$ cat src/rtl/fault_diagnoser_if.sv
// rtl/fault_diagnoser_if.sv - dictionary load, observation and diagnosis result bundle
interface fault_diagnoser_if #(
    parameter int TST_COUNT = 6,
    parameter int DEPTH     = 32,
    parameter int ID_W      = 8
);
    localparam int CW = $clog2(DEPTH + 1);

    logic                 dict_wr;
    logic [ID_W-1:0]      dict_id;
    logic [TST_COUNT-1:0] dict_syn;
    logic                 dict_ready;
    logic                 dict_clr;
    logic [CW-1:0]        dict_count;

    logic                 obs_valid;
    logic                 obs_good;
    logic                 obs_dut;
    logic                 obs_ready;

    logic                 diag_valid;
    logic [TST_COUNT-1:0] diag_syn;
    logic [ID_W-1:0]      diag_id;
    logic [CW-1:0]        diag_hits;
    logic                 fault_free;
    logic                 undiagnosed;

    modport master (
        output dict_wr, dict_id, dict_syn, dict_clr,
        output obs_valid, obs_good, obs_dut,
        input  dict_ready, dict_count, obs_ready,
        input  diag_valid, diag_syn, diag_id, diag_hits, fault_free, undiagnosed
    );

    modport slave (
        input  dict_wr, dict_id, dict_syn, dict_clr,
        input  obs_valid, obs_good, obs_dut,
        output dict_ready, dict_count, obs_ready,
        output diag_valid, diag_syn, diag_id, diag_hits, fault_free, undiagnosed
    );
endinterface

$ cat src/rtl/fault_diagnoser.sv
// rtl/fault_diagnoser.sv - stuck-at fault dictionary lookup from observed test syndrome
module fault_diagnoser #(
    parameter int TST_COUNT = 6,
    parameter int DEPTH     = 32,
    parameter int ID_W      = 8
) (
    input  logic               clk,
    input  logic               rst_n,
    fault_diagnoser_if.slave   bus
);
    localparam int CW = $clog2(DEPTH + 1);
    localparam int AW = (DEPTH > 1) ? $clog2(DEPTH) : 1;
    localparam int IW = (TST_COUNT > 1) ? $clog2(TST_COUNT) : 1;

    typedef enum logic [1:0] {IDLE, COLLECT, SEARCH, REPORT} state_t;

    state_t               state;
    logic [IW-1:0]        idx;
    logic [TST_COUNT-1:0] syn;
    logic [CW-1:0]        count;
    logic [CW-1:0]        ptr;
    logic [CW-1:0]        hits;
    logic                 found;
    logic [ID_W-1:0]      first_id;

    logic [ID_W-1:0]      mem_id  [DEPTH];
    logic [TST_COUNT-1:0] mem_syn [DEPTH];

    logic                 loading;
    logic                 wr_en;

    // Loading (dictionary writes and observations) is only open before a search starts
    always_comb begin
        loading        = (state == IDLE) || (state == COLLECT);
        bus.dict_ready = loading && (count < CW'(DEPTH));
        bus.obs_ready  = loading;
        wr_en          = bus.dict_ready && bus.dict_wr && !bus.dict_clr;
        bus.dict_count = count;
    end

    // Dictionary storage; contents are meaningful only below count, so no reset
    always_ff @(posedge clk) begin
        if (wr_en) begin
            mem_id[count[AW-1:0]]  <= bus.dict_id;
            mem_syn[count[AW-1:0]] <= bus.dict_syn;
        end
    end

    // Control FSM: collect syndrome, linear search over stored entries, one-cycle report
    always_ff @(posedge clk or negedge rst_n) begin
        if (!rst_n) begin
            state           <= IDLE;
            idx             <= '0;
            syn             <= '0;
            count           <= '0;
            ptr             <= '0;
            hits            <= '0;
            found           <= 1'b0;
            first_id        <= '0;
            bus.diag_valid  <= 1'b0;
            bus.diag_syn    <= '0;
            bus.diag_id     <= '0;
            bus.diag_hits   <= '0;
            bus.fault_free  <= 1'b0;
            bus.undiagnosed <= 1'b0;
        end else begin
            case (state)
                IDLE, COLLECT: begin
                    if (bus.dict_clr) begin
                        count <= '0;
                    end else if (wr_en) begin
                        count <= count + CW'(1);
                    end
                    if (bus.obs_valid) begin
                        syn[idx] <= bus.obs_good ^ bus.obs_dut;
                        if (idx == IW'(TST_COUNT - 1)) begin
                            idx      <= '0;
                            ptr      <= '0;
                            hits     <= '0;
                            found    <= 1'b0;
                            first_id <= '0;
                            state    <= SEARCH;
                        end else begin
                            idx   <= idx + IW'(1);
                            state <= COLLECT;
                        end
                    end
                end
                SEARCH: begin
                    // ptr reaching count means every stored entry has been compared
                    if (ptr == count) begin
                        state           <= REPORT;
                        bus.diag_valid  <= 1'b1;
                        bus.diag_syn    <= syn;
                        bus.diag_id     <= first_id;
                        bus.diag_hits   <= hits;
                        bus.fault_free  <= (syn == '0);
                        bus.undiagnosed <= (syn != '0) && (hits == '0);
                    end else begin
                        if (mem_syn[ptr[AW-1:0]] == syn) begin
                            hits <= hits + CW'(1);
                            if (!found) begin
                                found    <= 1'b1;
                                first_id <= mem_id[ptr[AW-1:0]];
                            end
                        end
                        ptr <= ptr + CW'(1);
                    end
                end
                REPORT: begin
                    bus.diag_valid <= 1'b0;
                    state          <= IDLE;
                end
                default: state <= IDLE;
            endcase
        end
    end
endmodule

$ cat src/flat_wrapper.sv
// flat-port wrapper written by rule: the top's interface ports become plain ports
module fault_diagnoser_flat 
#(
    parameter int TST_COUNT = 6,
    parameter int DEPTH     = 32,
    parameter int ID_W      = 8
)
  (clk, rst_n, bus_dict_wr, bus_dict_id, bus_dict_syn, bus_dict_clr, bus_obs_valid, bus_obs_good, bus_obs_dut, bus_dict_ready, bus_dict_count, bus_obs_ready, bus_diag_valid, bus_diag_syn, bus_diag_id, bus_diag_hits, bus_fault_free, bus_undiagnosed);
  fault_diagnoser_if #(.TST_COUNT(TST_COUNT), .DEPTH(DEPTH), .ID_W(ID_W)) bus_i ();
  input  logic clk;
  input  logic rst_n;
  input wire logic [$bits(bus_i.dict_wr)-1:0] bus_dict_wr;
  input wire logic [$bits(bus_i.dict_id)-1:0] bus_dict_id;
  input wire logic [$bits(bus_i.dict_syn)-1:0] bus_dict_syn;
  input wire logic [$bits(bus_i.dict_clr)-1:0] bus_dict_clr;
  input wire logic [$bits(bus_i.obs_valid)-1:0] bus_obs_valid;
  input wire logic [$bits(bus_i.obs_good)-1:0] bus_obs_good;
  input wire logic [$bits(bus_i.obs_dut)-1:0] bus_obs_dut;
  output wire logic [$bits(bus_i.dict_ready)-1:0] bus_dict_ready;
  output wire logic [$bits(bus_i.dict_count)-1:0] bus_dict_count;
  output wire logic [$bits(bus_i.obs_ready)-1:0] bus_obs_ready;
  output wire logic [$bits(bus_i.diag_valid)-1:0] bus_diag_valid;
  output wire logic [$bits(bus_i.diag_syn)-1:0] bus_diag_syn;
  output wire logic [$bits(bus_i.diag_id)-1:0] bus_diag_id;
  output wire logic [$bits(bus_i.diag_hits)-1:0] bus_diag_hits;
  output wire logic [$bits(bus_i.fault_free)-1:0] bus_fault_free;
  output wire logic [$bits(bus_i.undiagnosed)-1:0] bus_undiagnosed;
  assign bus_i.dict_wr = bus_dict_wr;
  assign bus_i.dict_id = bus_dict_id;
  assign bus_i.dict_syn = bus_dict_syn;
  assign bus_i.dict_clr = bus_dict_clr;
  assign bus_i.obs_valid = bus_obs_valid;
  assign bus_i.obs_good = bus_obs_good;
  assign bus_i.obs_dut = bus_obs_dut;
  assign bus_dict_ready = bus_i.dict_ready;
  assign bus_dict_count = bus_i.dict_count;
  assign bus_obs_ready = bus_i.obs_ready;
  assign bus_diag_valid = bus_i.diag_valid;
  assign bus_diag_syn = bus_i.diag_syn;
  assign bus_diag_id = bus_i.diag_id;
  assign bus_diag_hits = bus_i.diag_hits;
  assign bus_fault_free = bus_i.fault_free;
  assign bus_undiagnosed = bus_i.undiagnosed;
  fault_diagnoser #(.TST_COUNT(TST_COUNT), .DEPTH(DEPTH), .ID_W(ID_W)) u_core (.clk(clk), .rst_n(rst_n), .bus(bus_i));
endmodule
$ cat config.mk
export PLATFORM = sky130hd
export DESIGN_NAME = fault_diagnoser_flat
export DESIGN_NICKNAME = d
export VERILOG_FILES = /design/src/rtl/fault_diagnoser_if.sv /design/src/rtl/fault_diagnoser.sv /design/src/flat_wrapper.sv
export SDC_FILE = /design/constraint.sdc
export NUM_CORES = 1
export LEC_CHECK = 0
export CAP_MARGIN = 20
export CELL_PAD_IN_SITES_DETAIL_PLACEMENT = 2
export CELL_PAD_IN_SITES_GLOBAL_PLACEMENT = 2
export CORE_ASPECT_RATIO = 2
export CORE_MARGIN = 4
export CORE_UTILIZATION = 50
export CTS_BUF_LIST = sky130_fd_sc_hd__clkbuf_16
export DETAILED_ROUTE_END_ITERATION = 6
export PLACE_DENSITY_LB_ADDON = 0.2
export REMOVE_ABC_BUFFERS = 1
export SETUP_SLACK_MARGIN = 0.2
export SLEW_MARGIN = 20
export SYNTH_ARGS = -nofsm -noshare
export SYNTH_HDL_FRONTEND = slang
export SYNTH_SLANG_ARGS = --single-unit
$ cat constraint.sdc
create_clock -name clk -period 5.95 [get_ports clk]
set_input_delay 0.595 -clock clk [delete_from_list [all_inputs] [get_ports clk]]
set_output_delay 0.595 -clock clk [all_outputs]
set_load 0.05 [all_outputs]
# Word-level counts from Yosys, hierarchy flattened
# Memories as Yosys holds them, arrays and structs flattened.
# Index checks and enable logic that the tools add are counted.
# totals
ram_bits	448
latchBits	0
romBits	0
mem_count	2
word_cells	91
register_bits	61
inputBits	21
# mem_list
name	depth	width	read_ports	rd_clocked_by_memory_dff	write_ports	line_no	text
u_core.mem_id	32	8	1	0	1	fault_diagnoser.sv:26	logic [ID_W-1:0] mem_id [DEPTH];
u_core.mem_syn	32	6	1	0	1	fault_diagnoser.sv:27	logic [TST_COUNT-1:0] mem_syn [DEPTH];
# classes
shift	0
muxes	32
n_eq_ne	12
n_mul	0
n_div	0
n_reduce_logical	23
add_sub_neg	4
n_lt_le_gt_ge	3
n_bitwise	1
# op_table
operator	count
6-bit two-way mux	7
8-bit two-way mux	5
6-bit one-hot mux with 2 select lines	2
6-bit by 1-bit adder with 6-bit output, second input constant	3
8-bit one-hot mux with 2 select lines	1
6-bit == test	2
6-bit logical NOT	2
2-bit AND reduction	5
1-bit two-way mux	8
6-bit bitwise mux	1
6-bit less-than comparator, second input constant	1
2-bit two-way mux	3
2-bit by 1-bit != test with 1-bit output, second input constant	3
2-bit != test, second input constant	3
2-bit one-hot mux with 3 select lines	1
6-bit AND reduction	1
2-bit nonzero test	3
6-bit nonzero test	1
1-bit logical AND	5
5-bit AND reduction	1
2-bit == test, second input constant	2
3-bit by 4-bit less-than comparator with 1-bit output, second input constant	1
1-bit one-hot mux with 2 select lines	2
4-bit AND reduction	1
other kinds (11)	11

# Longest topological paths before layout
# logic_depth
depth_word	7
ltp_mapped	12
ltp_nobuf	8

# Least setup slack after synthesis
# OpenSTA, ideal clock, no wires.
# synth_path
path_kind	reg2reg
startpoint	register u_core.count[5] (netlist: u_core.bus.dict_count[5])
endpoint	memory u_core.mem_id[12][0] (enable)
n_path_buf	1
t_required_ps	5566
path_slack_ps	2717
period_less_slack_ps	3233
stages_incl_launch_ff	7
t_arrival_ps	2848
path_cell_list	dfrtp_1 nor2_1 and2_1 clkbuf_1 nor2b_1 nand2_1 nor2_1
# synth_between
elab_chain_len	6
# synth_rtl
element	line_no	text
from (decl)	fault_diagnoser.sv:20	logic [CW-1:0] count;
from (signal assigned)	fault_diagnoser.sv:72	count <= count + CW'(1);
6-bit less-than comparator	fault_diagnoser.sv:35	bus.dict_ready = loading && (count < CW'(DEPTH));
1-bit logical AND	fault_diagnoser.sv:35	
net bus_dict_ready	flat_wrapper.sv:19	output wire logic [$bits(bus_i.dict_ready)-1:0] bus_dict_ready;
1-bit logical AND (2 in series)	fault_diagnoser.sv:37	wr_en = bus.dict_ready && bus.dict_wr && !bus.dict_clr;
1-bit two-way mux	fault_diagnoser.sv:43	if (wr_en) begin
1-bit two-way mux (not written as such)	fault_diagnoser.sv:44	mem_id[count[AW-1:0]] <= bus.dict_id;
to (decl)	fault_diagnoser.sv:26	
# The timed path passes the listed nets, and every way through them passes these cells.

# Worst setup path after layout
# layout_path
startpoint	register u_core.ptr[0]
endpoint	register u_core.first_id[6]
# layout_between
elab_chain_len	5
elab_cells_between_ends	11
# layout_rtl
element	line_no	text
from (decl)	fault_diagnoser.sv:21	logic [CW-1:0] ptr;
from (signal assigned)	fault_diagnoser.sv:107	ptr <= ptr + CW'(1);
branches (longest 5 deep; another with memory read 32 x 6 bit)	-	
to (signal assigned)	fault_diagnoser.sv:104	first_id <= mem_id[ptr[AW-1:0]];
to (decl)	fault_diagnoser.sv:24	logic [ID_W-1:0] first_id;
# Several ways; the timed one is not identified. The select of a mux whose other input is x is not followed.
# A chain may end at the register's enable or synchronous reset.

==> impl_metrics.csv <==
group,metric,value,unit
hold_path,min_path_type,"primary input to async pin",
placement,port-buffer-count,51,
synth,netlist_instances,1015,
timing,skew,0.0120,ns
placement,place_area,21500,µm²
synth,async_flop_share,12.0,%
synth,ys.flop_type,"edfxtp_1",
route,drc,0,
route,wl_per_cell,35.9,µm
clocking,hold_buffers,0,
timing,fmax,220,MHz
timing,max_slew_margin,27.3,%
die,row_count,104,
final_layout,drive_gt1_share,23.0,%
clocking,clock_sinks,509,
synth,yosys-top-cells-area,"edfxtp_1, mux4_2, dfrtp_1",
timing,finalSetupViolCount,0,
timing,fin_crit,4.55,ns
route,first_pass_iters,7,
synth,seq_area_frac_synth,73.9,%
critical_path,end_kind,"register",
synth,synth.top_cell.area_share,66.4,%
die,die_w,150,µm
synth,ys_types,68,
die,dieArea,44000,µm²
route,vias,10639,
final_layout,nFillCells,3294,
die,initial_core_util,50.4,%
clocking,clk_pin_slew,0.07,ns
critical_path,required,6.43,ns
route,wl,60100,µm
route,vias_per_cell,6.36,
die,io_pins,52,
critical_path,path_max_fanout,58,
timing,setup_slack,1.40,ns
placement,place_hpwl,35800,µm
synth,synth_warnings,0,
critical_path,cpMaxStageDelayCell,"dfrtp_4",
synth,ys_ff_latch,509,
critical_path,slowest_delay,1.12,ns
global_route,grt_max_degree,74,
job,drv_cap,0,
critical_path,path_cells,"buf_4, mux4_2, a211oi_1, nor3_1, nor4b_4, nand3_4, nor4_4, mux2i_1",
timing,drv_slew,0,
synth,synth_area_per_cell,20.0,µm²
pwr,vdd_ir_drop_max,0.000341,V
timing,timing.final.crit_share,76.5,%
pwr,power_density,405,nW/µm²
clocking,cts_made_buffers,45,
clocking,cts_tree,"yes",
global_route,first_global_vias,11866,
critical_path,critPathKind,"register to register",
synth,synth_edf_count,448,
die,core_area,40200,µm²
global_route,grt_pass1_wl,87600,µm
timing,rsz0062_at_grt,"no",
clocking,post-cts-setup-buffer-count,0,
route,first_iter_violations,919,
pwr,leakagePower,0.00762,µW
global_route,antenna_found_initial,1,
synth,syn_area,20300,µm²
placement,dpl_worst_slack,1.42,ns
clocking,h-tree-depth,2,
timing,final_hold_viol_count,0,
final_layout,final_area,23000,µm²
final_layout,fin_nets,1136,
critical_path,crit_buf_inv,1,
critical_path,crit_family,"simple AND/OR/NAND/NOR gates",
placement,gp_congestion,0.796,
clocking,clockRootBuffer,"clkbuf_16",
critical_path,setup.worst_path.start_class,"register",
timing,tightest_slew,1.09,ns
final_layout,area_growth_syn_to_layout,13.5,%
clocking,post_cts_resized,0,
synth,synth_most_common_cell,"edfxtp_1",
outcome,status,"finished, final reports clean",
global_route,track_usage,28.0,%
clocking,clockBufferDepth,3,
global_route,grt-ovfl-total,0,
critical_path,critical_path_arrival,5.03,ns
synth,synth_commonest_cells,"edfxtp_1, mux4_2, dfrtp_1",
synth,yosysTopAreaCell,"edfxtp_1",
die,die_h,293,µm
timing,setup_tns,0,ns
clocking,clk_latency,0.57,ns
route,ant_nets,0,
==> through the flow <==
step | total power [µW] | utilization [%] | cells | hold slack, ns
after floorplan | 5620 | - | 969 | 0.299
after global placement | 6100 | 53.5 | 1591 | 0.461
after detailed placement | 6180 | 53.5 | 1591 | 0.496
after CTS | 9400 | 57.4 | 1672 | 0.213
after global routing | 9650 | 57.2 | 1673 | 0.251
final | 9310 | 57.2 | 1673 | 0.184
==> cells in the final DEF (no fill, tap or decap), types with 7 or more instances in the layout <==
cell	synthesis	routed
mux2i_1	60	60
ha_1	7	7
o21ai_0	8	8
clkbuf_16	0	45
edfxtp_1	448	448
clkinv_2	0	8
xnor2_1	8	8
bufinv_16	0	10
mux2_2	28	28
a22oi_1	13	13
nand2_1	40	39
a21oi_1	10	10
buf_4	2	40
dfrtp_1	61	59
mux4_2	92	92
buf_2	14	15
nor2_1	53	53
mux4_1	14	14
clkdlybuf4s50_1	0	36
nor3_1	10	10
o221ai_1	7	7
nand3_1	12	12
inv_1	8	17
xor2_1	7	7
==> where the power goes <==
part           internal (µW)  switching (µW)  total [µW]  leakage [µW]
clock                   1820            1360        3180      0.000800
combinational            855            1030        1880       0.00198
sequential              3970             273        4250       0.00485
total                   6650            2660        9310       0.00762
==> kinds of logic (layout without fill, tap and decap cells) <==
group	count (synthesis)	count (layout)	share of synthesized area, %
buffers and inverters	55	182	1.45
xor gates and xnor gates	15	15	0.648
and+or+nand+nor	167	167	4.46
DFF	509	509	73.9
adders and majority gates	7	7	0.432
muxes	194	194	16.6
other	0	1	0
AOI/OAI and AO/OA	68	68	2.53
==> metal layers <==
metal	wire length, µm	vias up	global-route usage (%)
met5	0	-	0
met4	2090	0	9.56
met3	3110	112	3.31
met2	33300	401	50.6
met1	21600	5804	34.5
li1	-	4322	-
==> final timing paths <==
check                                       start                  endpoint  slack [ns]  depth (start not counted)
hold reg to reg            u_core.bus.diag_syn[5]    u_core.bus.diag_syn[5]        0.51                          1
setup / recovery                    u_core.ptr[0]        u_core.first_id[6]        1.40                          8
hold / removal                              rst_n  u_core.bus.dict_count[2]        0.18                          2
max in group asynchronous                   rst_n             u_core.ptr[0]        5.11                          2
setup reg to reg                    u_core.ptr[0]        u_core.first_id[6]        1.40                          8
min in group clk           u_core.bus.diag_syn[5]    u_core.bus.diag_syn[5]        0.51                          1
==> area by class of cell <==
type / count / area (µm²) / area share [%]
antenna: 1 / 2.50 / 0.0109
timing repair buffer: 92 / 756 / 3.28
sequential: 509 / 15000 / 65.1
tap: 530 / 663 / 2.88
inverter: 9 / 33.8 / 0.147
multi-input combinational: 451 / 4990 / 21.7
clock inverter: 36 / 445 / 1.94
clock buffer: 45 / 1130 / 4.89
==> sequential cells by signal, summed over array words and instances (netlist names) <==
name                    count
u_core.bus.diag_hits        6
u_core.bus.diag_id          8
u_core.bus.diag_syn         6
u_core.bus.diag_valid       1
u_core.bus.dict_count       6
u_core.bus.fault_free       1
u_core.bus.undiagnosed      1
u_core.first_id             8
u_core.found                1
u_core.hits                 6
u_core.idx                  3
u_core.mem_id             256
u_core.mem_syn            192
u_core.ptr                  6
u_core.state                2
u_core.syn                  6
Power figures use the tool's default switching activity.
